<file path="config.mk">
export PLATFORM = sky130hd
export DESIGN_NAME = muladd2_dot_seq
export DESIGN_NICKNAME = d
export VERILOG_FILES = /design/src/rtl/muladd_pkg.sv /design/src/rtl/muladd2_lut_ext.sv /design/src/rtl/muladd2_dot_seq.sv
export SDC_FILE = /design/constraint.sdc
export NUM_CORES = 1
export LEC_CHECK = 0
export CELL_PAD_IN_SITES_DETAIL_PLACEMENT = 0
export CELL_PAD_IN_SITES_GLOBAL_PLACEMENT = 2
export CORE_MARGIN = 3
export CORE_UTILIZATION = 36
export DETAILED_ROUTE_END_ITERATION = 7
export PLACE_DENSITY = 0.95
export SLEW_MARGIN = 20
export SYNTH_ARGS = -nofsm -noshare
export SYNTH_HDL_FRONTEND = slang
export SYNTH_SLANG_ARGS = --single-unit
export TNS_END_PERCENT = 1
</file>
<file path="constraint.sdc">
create_clock -name clk -period 13 [get_ports clk]
set_clock_uncertainty 0.2 [all_clocks]
set_input_delay 2.6 -clock clk [delete_from_list [all_inputs] [get_ports clk]]
set_output_delay 2.6 -clock clk [all_outputs]
set_load 0.03 [all_outputs]
</file>
<file path="src/rtl/muladd_pkg.sv">
// Shared constants, FSM state type and helpers for the 2-bit muladd LUT dot-product sequencer.
// Holds the code encoding, LUT offset and output width, the lane-address pack function and the pair product.
package muladd_pkg;

    // Activation/weight code encoding: 00=-3, 01=-1, 10=+1, 11=+3
    localparam logic [1:0] CODE_NEG3 = 2'b00;
    localparam logic [1:0] CODE_NEG1 = 2'b01;
    localparam logic [1:0] CODE_POS1 = 2'b10;
    localparam logic [1:0] CODE_POS3 = 2'b11;

    localparam int LUT_OFFSET = 18;
    localparam int U_W        = 5;
    localparam int LANE_AW    = 10;

    typedef enum logic [1:0] {
        IDLE,
        ACC,
        DRAIN,
        DONE
    } state_e;

    // Magnitude 3 (as opposed to 1)
    function automatic logic code_big(input logic [1:0] c);
        return !((c == CODE_NEG1) || (c == CODE_POS1));
    endfunction

    function automatic logic code_neg(input logic [1:0] c);
        return (c == CODE_NEG3) || (c == CODE_NEG1);
    endfunction

    // Signed product of one element, built from sign and magnitude
    // so no multiplier is inferred. A zero flag kills the activation.
    function automatic logic signed [4:0] pair_prod(
        input logic       z,
        input logic [1:0] a,
        input logic [1:0] w
    );
        logic [3:0] mag;
        logic       neg;
        case ({code_big(a), code_big(w)})
            2'b00:   mag = 4'd1;
            2'b11:   mag = 4'd9;
            default: mag = 4'd3;
        endcase
        neg = code_neg(a) ^ code_neg(w);
        if (z) begin
            return 5'sd0;
        end
        return neg ? -$signed({1'b0, mag}) : $signed({1'b0, mag});
    endfunction

    function automatic logic [LANE_AW-1:0] lane_pack(
        input logic       z0,
        input logic [1:0] a0,
        input logic [1:0] w0,
        input logic       z1,
        input logic [1:0] a1,
        input logic [1:0] w1
    );
        return {z0, a0, w0, z1, a1, w1};
    endfunction

endpackage

</file>
<file path="src/rtl/muladd2_lut_ext.sv">
// One LUT lane: two element products plus offset, halved into an unsigned code.
// Ports: addr_i = {z0,a0,w0,z1,a1,w1}; u_o = (p0 + p1 + 18) >> 1, range 0..18.
module muladd2_lut_ext
    import muladd_pkg::*;
(
    input  logic [LANE_AW-1:0] addr_i,
    output logic [U_W-1:0]     u_o
);

    logic signed [4:0] p0;
    logic signed [4:0] p1;
    logic [6:0]        t;

    always_comb begin
        p0 = pair_prod(addr_i[9], addr_i[8:7], addr_i[6:5]);
        p1 = pair_prod(addr_i[4], addr_i[3:2], addr_i[1:0]);
        // Two odd products give an even sum, so the halving is exact.
        // A single zero-flagged element makes it odd; the half unit is dropped.
        t   = {{2{p0[4]}}, p0} + {{2{p1[4]}}, p1} + 7'(LUT_OFFSET);
        u_o = U_W'(t >> 1);
    end

endmodule

</file>
<file path="src/rtl/muladd2_dot_seq.sv">
// Dot-product sequencer: streams beats of P element pairs into LUT lanes, accumulates, removes the offset.
// Ports: clk/rst/clr, beat stream (in_valid/in_ready/in_act/in_zero/in_wgt/in_last), result stream, busy, err_len.
module muladd2_dot_seq
    import muladd_pkg::*;
#(
    parameter  int K_ELEMS       = 64,
    parameter  int PAIRS_PER_CYC = 4,
    localparam int BEATS         = K_ELEMS / (2 * PAIRS_PER_CYC),
    localparam int RES_W         = $clog2(9 * K_ELEMS + 1) + 1
) (
    input  logic                       clk,
    input  logic                       rst,
    input  logic                       clr,
    input  logic                       in_valid,
    output logic                       in_ready,
    input  logic [4*PAIRS_PER_CYC-1:0] in_act,
    input  logic [2*PAIRS_PER_CYC-1:0] in_zero,
    input  logic [4*PAIRS_PER_CYC-1:0] in_wgt,
    input  logic                       in_last,
    output logic                       res_valid,
    input  logic                       res_ready,
    output logic [RES_W-1:0]           res_data,
    output logic                       busy,
    output logic                       err_len
);

    localparam int P     = PAIRS_PER_CYC;
    localparam int ACC_W = $clog2(9 * K_ELEMS + 1);
    localparam int S_W   = $clog2(18 * P + 1);
    localparam int CNT_W = (BEATS > 1) ? $clog2(BEATS) : 1;

    state_e             state_q, state_d;
    logic [CNT_W-1:0]   cnt_q, cnt_d;
    logic [ACC_W-1:0]   acc_q, acc_d;
    logic [S_W-1:0]     s1_q, s1_d;
    logic               s1v_q, s1v_d;
    logic [RES_W-1:0]   res_q, res_d;
    logic               err_q, err_d;

    logic [U_W-1:0]     u_w [P];
    logic [S_W-1:0]     lane_sum;
    logic [RES_W-1:0]   two_acc;
    logic               beat_hs;
    logic               res_hs;
    logic               last_beat;

    for (genvar j = 0; j < P; j++) begin : g_lane
        logic [LANE_AW-1:0] addr;
        assign addr = lane_pack(in_zero[2*j],   in_act[4*j +: 2],   in_wgt[4*j +: 2],
                                in_zero[2*j+1], in_act[4*j+2 +: 2], in_wgt[4*j+2 +: 2]);
        muladd2_lut_ext u_lane (
            .addr_i (addr),
            .u_o    (u_w[j])
        );
    end

    always_comb begin
        lane_sum = '0;
        for (int j = 0; j < P; j++) begin
            lane_sum = lane_sum + S_W'(u_w[j]);
        end
    end

    assign in_ready  = (state_q == IDLE) || (state_q == ACC);
    assign res_valid = (state_q == DONE);
    assign busy      = (state_q != IDLE);
    assign res_data  = res_q;
    assign err_len   = err_q;

    // clr wins over any handshake in the same cycle
    assign beat_hs   = in_valid && in_ready && !clr;
    assign res_hs    = res_valid && res_ready && !clr;
    assign last_beat = (cnt_q == CNT_W'(BEATS - 1));

    always_comb begin
        state_d = state_q;
        unique case (state_q)
            IDLE: begin
                if (beat_hs) begin
                    state_d = last_beat ? DRAIN : ACC;
                end
            end
            ACC: begin
                if (beat_hs && last_beat) begin
                    state_d = DRAIN;
                end
            end
            DRAIN: state_d = DONE;
            DONE: begin
                if (res_hs) begin
                    state_d = IDLE;
                end
            end
        endcase
        if (clr) begin
            state_d = IDLE;
        end
    end

    always_comb begin
        cnt_d = cnt_q;
        acc_d = acc_q;
        s1_d  = s1_q;
        s1v_d = beat_hs;
        res_d = res_q;
        err_d = beat_hs && (in_last != last_beat);
        if (beat_hs) begin
            cnt_d = last_beat ? '0 : cnt_q + 1'b1;
            s1_d  = lane_sum;
        end
        // First beat of a vector starts a fresh sum; S1 is empty then.
        if (state_q == IDLE && beat_hs) begin
            acc_d = '0;
        end else if (s1v_q) begin
            acc_d = acc_q + ACC_W'(s1_q);
        end
        // DRAIN is the cycle the last S1 entry lands, so use acc_d.
        two_acc = {acc_d, 1'b0};
        if (state_q == DRAIN) begin
            res_d = two_acc - RES_W'(9 * K_ELEMS);
        end
        if (clr) begin
            cnt_d = '0;
            acc_d = '0;
            s1v_d = 1'b0;
            res_d = res_q;
        end
    end

    always_ff @(posedge clk) begin
        if (rst) begin
            state_q <= IDLE;
            cnt_q   <= '0;
            acc_q   <= '0;
            s1_q    <= '0;
            s1v_q   <= 1'b0;
            res_q   <= '0;
            err_q   <= 1'b0;
        end else begin
            state_q <= state_d;
            cnt_q   <= cnt_d;
            acc_q   <= acc_d;
            s1_q    <= s1_d;
            s1v_q   <= s1v_d;
            res_q   <= res_d;
            err_q   <= err_d;
        end
    end

endmodule
</file>
### After elaboration in Yosys (flattened, before gate mapping)

Index checks and enable logic that the tools add are counted.

| word-level totals | value |
|---|---|
| bits in registers | 35 |
| input bits | 46 |
| word-level logic and storage cells | 220 |

| cells by class | value |
|---|---|
| add/sub/neg operators | 22 |
| equal/unequal tests | 48 |
| multiplexer cells | 48 |
| bitwise operators | 9 |
| reduce and logical (&&, ||, !) cells | 86 |

Operators with widths:

| operator | count |
|---|---|
| 2-to-1 mux 5 bit | 24 |
| case mux 4 bit (2 select lines) | 8 |
| == test 2 bit (second input constant) | 26 |
| logical NOT 2 bit | 25 |
| negator 4 -> 5 bit | 8 |
| == test 2 x 1 -> 1 bit (second input constant) | 17 |
| logical OR 1 bit | 33 |
| adder 5 x 5 -> 6 bit | 5 |
| adder 6 x 5 -> 6 bit (second input constant) | 4 |
| 2-to-1 mux 10 bit | 2 |
| logical NOT 1 bit | 17 |
| subtractor 11 x 10 -> 11 bit (second input constant) | 1 |
| adder 10 x 7 -> 10 bit | 1 |
| 2-to-1 mux 1 bit | 8 |
| 2-to-1 mux 2 bit | 4 |
| case mux 2 bit (4 select lines) | 1 |
| bitwise XOR 1 bit | 8 |
| adder 6 x 5 -> 7 bit | 1 |
| adder 7 x 5 -> 7 bit | 1 |
| logical AND 1 bit | 7 |
| != test 2 x 1 -> 1 bit (second input constant) | 2 |
| adder 3 x 1 -> 3 bit (second input constant) | 1 |
| == test 3 bit (second input constant) | 1 |
| 2-to-1 mux 3 bit | 1 |
| 7 further kinds | 7 |

### Longest topological paths before layout

| depth | value |
|---|---|
| word-level depth | 13 |
| depth in mapped cells | 23 |
| gate-level depth less buffers | 23 |

### Hierarchy

From an unflattened synthesis, not the netlist that was laid out.

| unflattened totals | value |
|---|---|
| cells, all modules | 508 |
| area total of the unflattened synthesis | 4,187.8 um^2 |

By module, submodules not included:

| module | times used | cells an instance | area each (um^2) | seq. area each (um^2) |
|---|---|---|---|---|
| muladd2_dot_seq | 1 | 264 | 2,290.9 | 680.7 |
| muladd2_lut_ext | 4 | 61 | 474.2 | 0.0 |

### Worst setup path before layout

OpenSTA, ideal clock, no wires.

| path | value |
|---|---|
| path kind | in2reg |
| from | in in_act[2] |
| to | reg s1_q[5] |
| arrival time | 6,828 ps |
| slack | 5,901 ps |
| cell stages on the path | 23 |
| path buffers | 0 |
| path through | inv_1 > ha_1 > nor2_1 > xor2_1 > xor2_1 > nand2b_1 > ha_1 > inv_1 > ha_1 > inv_1 > fa_1 > inv_1 > fa_1 > inv_1 > fa_1 > inv_1 > ha_1 > fa_1 > a21o_1 > a21oi_1 > xnor2_1 > nand2_1 > a21oi_1 |

| between the ends | value |
|---|---|
| cells in the longest elaborated chain, start to end | 13 |
| elaborated cells between the ends (all ways) | 18 |
| those cells by class | add/sub (6); eq/ne (3); mux (3); bitwise (1); reduce/logical (5) |

Ends and longest elaborated chain:

| element | line | source |
|---|---|---|
| from (decl) | muladd2_dot_seq.sv:16 | `input logic [4*PAIRS_PER_CYC-1:0] in_act,` |
| == test 2 x 1 -> 1 bit / == test 2 bit (equally long branches) | muladd_pkg.sv:24, muladd_pkg.sv:28 |  |
| logical OR 1 bit | muladd_pkg.sv:24 | `return !((c == CODE_NEG1) \|\| (c == CODE_POS1));` |
| logical NOT 1 bit | muladd_pkg.sv:24 |  |
| == test 2 bit / logical NOT 2 bit (equally long branches) | muladd_pkg.sv:40 | `case ({code_big(a), code_big(w)})` |
| case mux 4 bit (2 select lines) | muladd_pkg.sv:40 |  |
| negator 4 -> 5 bit | muladd_pkg.sv:49 | `return neg ? -$signed({1'b0, mag}) : $signed({1'b0, mag});` |
| 2-to-1 mux 5 bit (*) (2 in a row) | muladd_pkg.sv:49 |  |
| adder 5 x 5 -> 6 bit (*) | muladd2_lut_ext.sv:19 | `t = {{2{p0[4]}}, p0} + {{2{p1[4]}}, p1} + 7'(LUT_OFFSET);` |
| adder 6 x 5 -> 6 bit (*) | muladd2_lut_ext.sv:19 |  |
| adder 5 x 5 -> 6 bit (*) | muladd2_dot_seq.sv:60 | `lane_sum = lane_sum + S_W'(u_w[j]);` |
| adder 6 x 5 -> 7 bit (*) | muladd2_dot_seq.sv:60 |  |
| adder 7 x 5 -> 7 bit (*) | muladd2_dot_seq.sv:60 |  |
| to (signal assigned) | muladd2_dot_seq.sv:135 | `s1_q <= '0;` |
| to (signal assigned) | muladd2_dot_seq.sv:143 | `s1_q <= s1_d;` |
| to (decl) | muladd2_dot_seq.sv:35 | `logic [S_W-1:0] s1_q, s1_d;` |

Every way passes the cells marked *; elsewhere a longest branch is shown, timed or not.
A chain may end at the register's enable or synchronous reset.

### Worst setup path in the final report

| path | value |
|---|---|
| from | in in_wgt[0] |
| to | reg s1_q[5] |

| between the ends | value |
|---|---|
| cells in the longest elaborated chain, start to end | 13 |
| elaborated cells between the ends (all ways) | 18 |
| those cells by class | add/sub (6); eq/ne (3); mux (3); bitwise (1); reduce/logical (5) |

Ends and longest elaborated chain:

| element | line | source |
|---|---|---|
| from (decl) | muladd2_dot_seq.sv:18 | `input logic [4*PAIRS_PER_CYC-1:0] in_wgt,` |
| == test 2 x 1 -> 1 bit / == test 2 bit (equally long branches) | muladd_pkg.sv:24, muladd_pkg.sv:28 |  |
| logical OR 1 bit | muladd_pkg.sv:24 |  |
| logical NOT 1 bit | muladd_pkg.sv:24 |  |
| == test 2 bit / logical NOT 2 bit (equally long branches) | muladd_pkg.sv:40 |  |
| case mux 4 bit (2 select lines) | muladd_pkg.sv:40 |  |
| negator 4 -> 5 bit | muladd_pkg.sv:49 |  |
| 2-to-1 mux 5 bit (*) (2 in a row) | muladd_pkg.sv:49 |  |
| adder 5 x 5 -> 6 bit (*) | muladd2_lut_ext.sv:19 |  |
| adder 6 x 5 -> 6 bit (*) | muladd2_lut_ext.sv:19 |  |
| adder 5 x 5 -> 6 bit (*) | muladd2_dot_seq.sv:60 |  |
| adder 6 x 5 -> 7 bit (*) | muladd2_dot_seq.sv:60 |  |
| adder 7 x 5 -> 7 bit (*) | muladd2_dot_seq.sv:60 |  |

Marked as above.

==> run metrics <==
Avg Vias per Cell=4.67; post-route setup TNS=0 ns; Reg2Reg Launch Point=acc_q[0]; largest net degree at the start of global routing=21; Fmax=133 MHz; Seq cells post-synth=34; vias post-DR=3275; CP peak stage delay=0.53 ns; Die H=113 microns; initial antenna violation count=0; Critical path destination=s1_q[5]; drt drc=0; Synth-to-Final Area Change=21.1%; required time worst endpoint=12.99 ns; vias in the first global route=3067; crit path capture type=flop; max-slew violation count=0; io pins=61; HP Class=reg2reg; hold_buf cts=0; CTS H-tree depth=2; Post-Place Cell Area=4820 sq um; Worst Tran Pin Value=0.822 ns; crit path from=in_wgt[0]; Fill cells=1096; Cells after Synth=503; Post-Place Cells=694; WS Path Type=in2reg; synthesized cell area=4110 sq um; core area=11000 sq um; Worst slew margin=0.450; first-pass GRT wire length=13100 microns; Iter 0 DRT Violations=71; outcome=complete, no violations; Net Count, Synth=650; Root Driver=clkbuf_16; Worst R2R Setup Slack=10.07 ns; Ys Warns=0; CP Launch Type=primary input; fin cells=702; diode count=0; master of the slowest instance on the critical path=fa_1; share of cells above drive strength 1=0.0249; worst hold slack=0.253 ns; Initial Util=0.374; Post-Route WL=7470 microns; # clock sinks=34; IO buf count=59; Final Hold Viols=0; die area=12700 sq um; crit share post-route=0.578; detailed-route wire length per cell=10.6 microns; Buf+Inv Stages, Crit Path=7; Routed Antenna Nets=0; cell family with most CP delay=adder cells; setup-violating endpoint count in the final report=0; WP depth=24; Post-synth ARST share=0; fin crit period=7.52 ns; Remaining Overflow, GRT=0; GRT Util Overall=0.121; RePlAce Congestion=0.803; postcts setup bufs=0; worst path cell trace=clkdlybuf4s50_1, inv_1, ha_1, nor2_1, xor2_1, xor2_1, nand2b_1, ha_1, inv_1, ha_1, inv_1, fa_1, inv_1, fa_1, inv_1, fa_1, inv_1, ha_1, fa_1, a21o_1, a21oi_1, xnor2_1, nand2_1, a21oi_1; post-synth cell types=47; clk slew on worst S/H paths=0.05 ns; CTS tree=yes; Post-synth top flop=dfxtp_1; DR pass1 iterations=6; Die X-Extent=113 microns; Worst-Skew Late Latency=0.28 ns; Site Rows=38; clk buf depth=2; Final nets=708; Area contributors post-synth=ha_1, dfxtp_1, inv_1; CTS buffer count=5; reg2reg path depth=12; register area share after synthesis=0.166; RSZ-0062 raised after global routing=no; CP Max Fanout=4; Post-synth EDFFs=0; maxcap violations=0; Avg Cell Area, Syn=8.16 sq um; Yosys top cell area share=0.262; critical path data arrival time=7.51 ns; PD cells=156 nW/um^2; final instance area=4970 sq um; cell repeated most along the worst path=inv_1; dpl hpwl=6400 microns; maximum VDD drop=0.0000861 V; area leader, netlist=ha_1; CTS resizes=0; leakage power=2.46 nW; reg2reg end=res_data[10]
[state kept, by name, summed over array words and instances (netlist names)]
name / cells
acc_q: 10
res_data: 10
s1_q: 7
cnt_q: 3
state_q: 2
err_len: 1
s1v_q: 1
[worst reg2reg max path: stages, from the launching register on]
cell and delay (ns):
dfxtp_1 0.33, ha_1 0.21, inv_1 0.08, fa_1 0.41
and2b_1 0.27, o31a_2 0.15, o211ai_1 0.10, o211ai_1 0.16
nand2_1 0.10, ha_1 0.22, nor3b_1 0.15, or3_1 0.32
o211ai_1 0.17
[layout by cell type, fill, tap and decap left out, drive strengths merged, types with 2 or more instances in the layout]
master	n
a211oi	8
clkdlybuf4s50	59
nor2	57
o2111ai	2
o221ai	2
nand3b	4
nand3	2
fa	15
o31a	3
a21oi	27
dfxtp	34
xnor2	19
clkbuf	6
nand2	18
o22ai	2
nor3b	3
ha	86
mux2i	5
a21o	11
a31oi	2
o21ai	10
o21a	4
inv	99
nand2b	12
nor3	9
o211a	2
nor2b	13
xor2	26
o211ai	5
and3	3
[metrics by stage]
step           setup slack, ns   util  power [mW]
6_report                  5.48  0.453       0.776
5_1_grt                   5.12  0.453       0.888
2_1_floorplan             5.90      -       0.557
3_5_place_dp              5.15  0.439       0.668
4_1_cts                   5.44  0.453       0.792
3_3_place_gp              5.21  0.439       0.648
[cell type report]
type | instances | area [sq um] | area share
inverters | 99 | 372 | 0.0747
flip-flops and latches | 34 | 681 | 0.137
repair buffers | 59 | 591 | 0.119
clock buffers | 6 | 139 | 0.0279
well taps | 140 | 175 | 0.0352
multi-input cells | 362 | 3000 | 0.604
clock inverters | 2 | 12.5 | 0.00252
[cell usage after synthesis, types with 10 or more instances]
cell type and count:
inv_1 99, ha_1 86, a21o_1 11, dfxtp_1 34
o21ai_0 10, a21oi_1 27, nor2_1 57, fa_1 15
nor2b_1 13, xnor2_1 19, nand2b_1 12, nand2_1 18
xor2_1 26
[power breakdown]
| group | switching, mW | internal [mW] | leakage [nW] |
|---|---|---|---|
| sequential | 0.00540 | 0.112 | 0.275 |
| clock | 0.0433 | 0.0757 | 0.0729 |
| combinational | 0.284 | 0.255 | 2.11 |
[routing by layer]
metal	part of all wire	global-route usage	wire length, microns
met1	0.44	0.142	3310
met2	0.52	0.228	3860
met3	0.030	0.0166	224
met4	0.0099	0.0337	74
met5	0	0	0
[kinds of logic (layout without fill, tap and decap cells)]
group,Yosys count,in the layout,synth area share
AOI/OAI and AO/OA,81,81,0.131
and+or+nand+nor,129,129,0.156
adders and majority gates,101,101,0.335
DFF,34,34,0.166
xor gates and xnor gates,45,45,0.0960
muxes,5,5,0.0122
buffers and inverters,107,166,0.103
other,1,1,0.000913
[how the worst min path moves through the flow]
stage / from / to / slack, ns / cells after the start
finish: res_data[4] / res_data[4] / 0.25 / 2
CTS: res_data[4] / res_data[4] / 0.26 / 2
global route: res_data[4] / res_data[4] / 0.29 / 2
floorplan: s1_q[4] / s1_q[4] / 0.25 / 2
detailed placement: res_data[4] / res_data[4] / 0.25 / 2
global placement: res_data[5] / res_data[5] / 0.24 / 2
(Power assumes the default switching activity.)
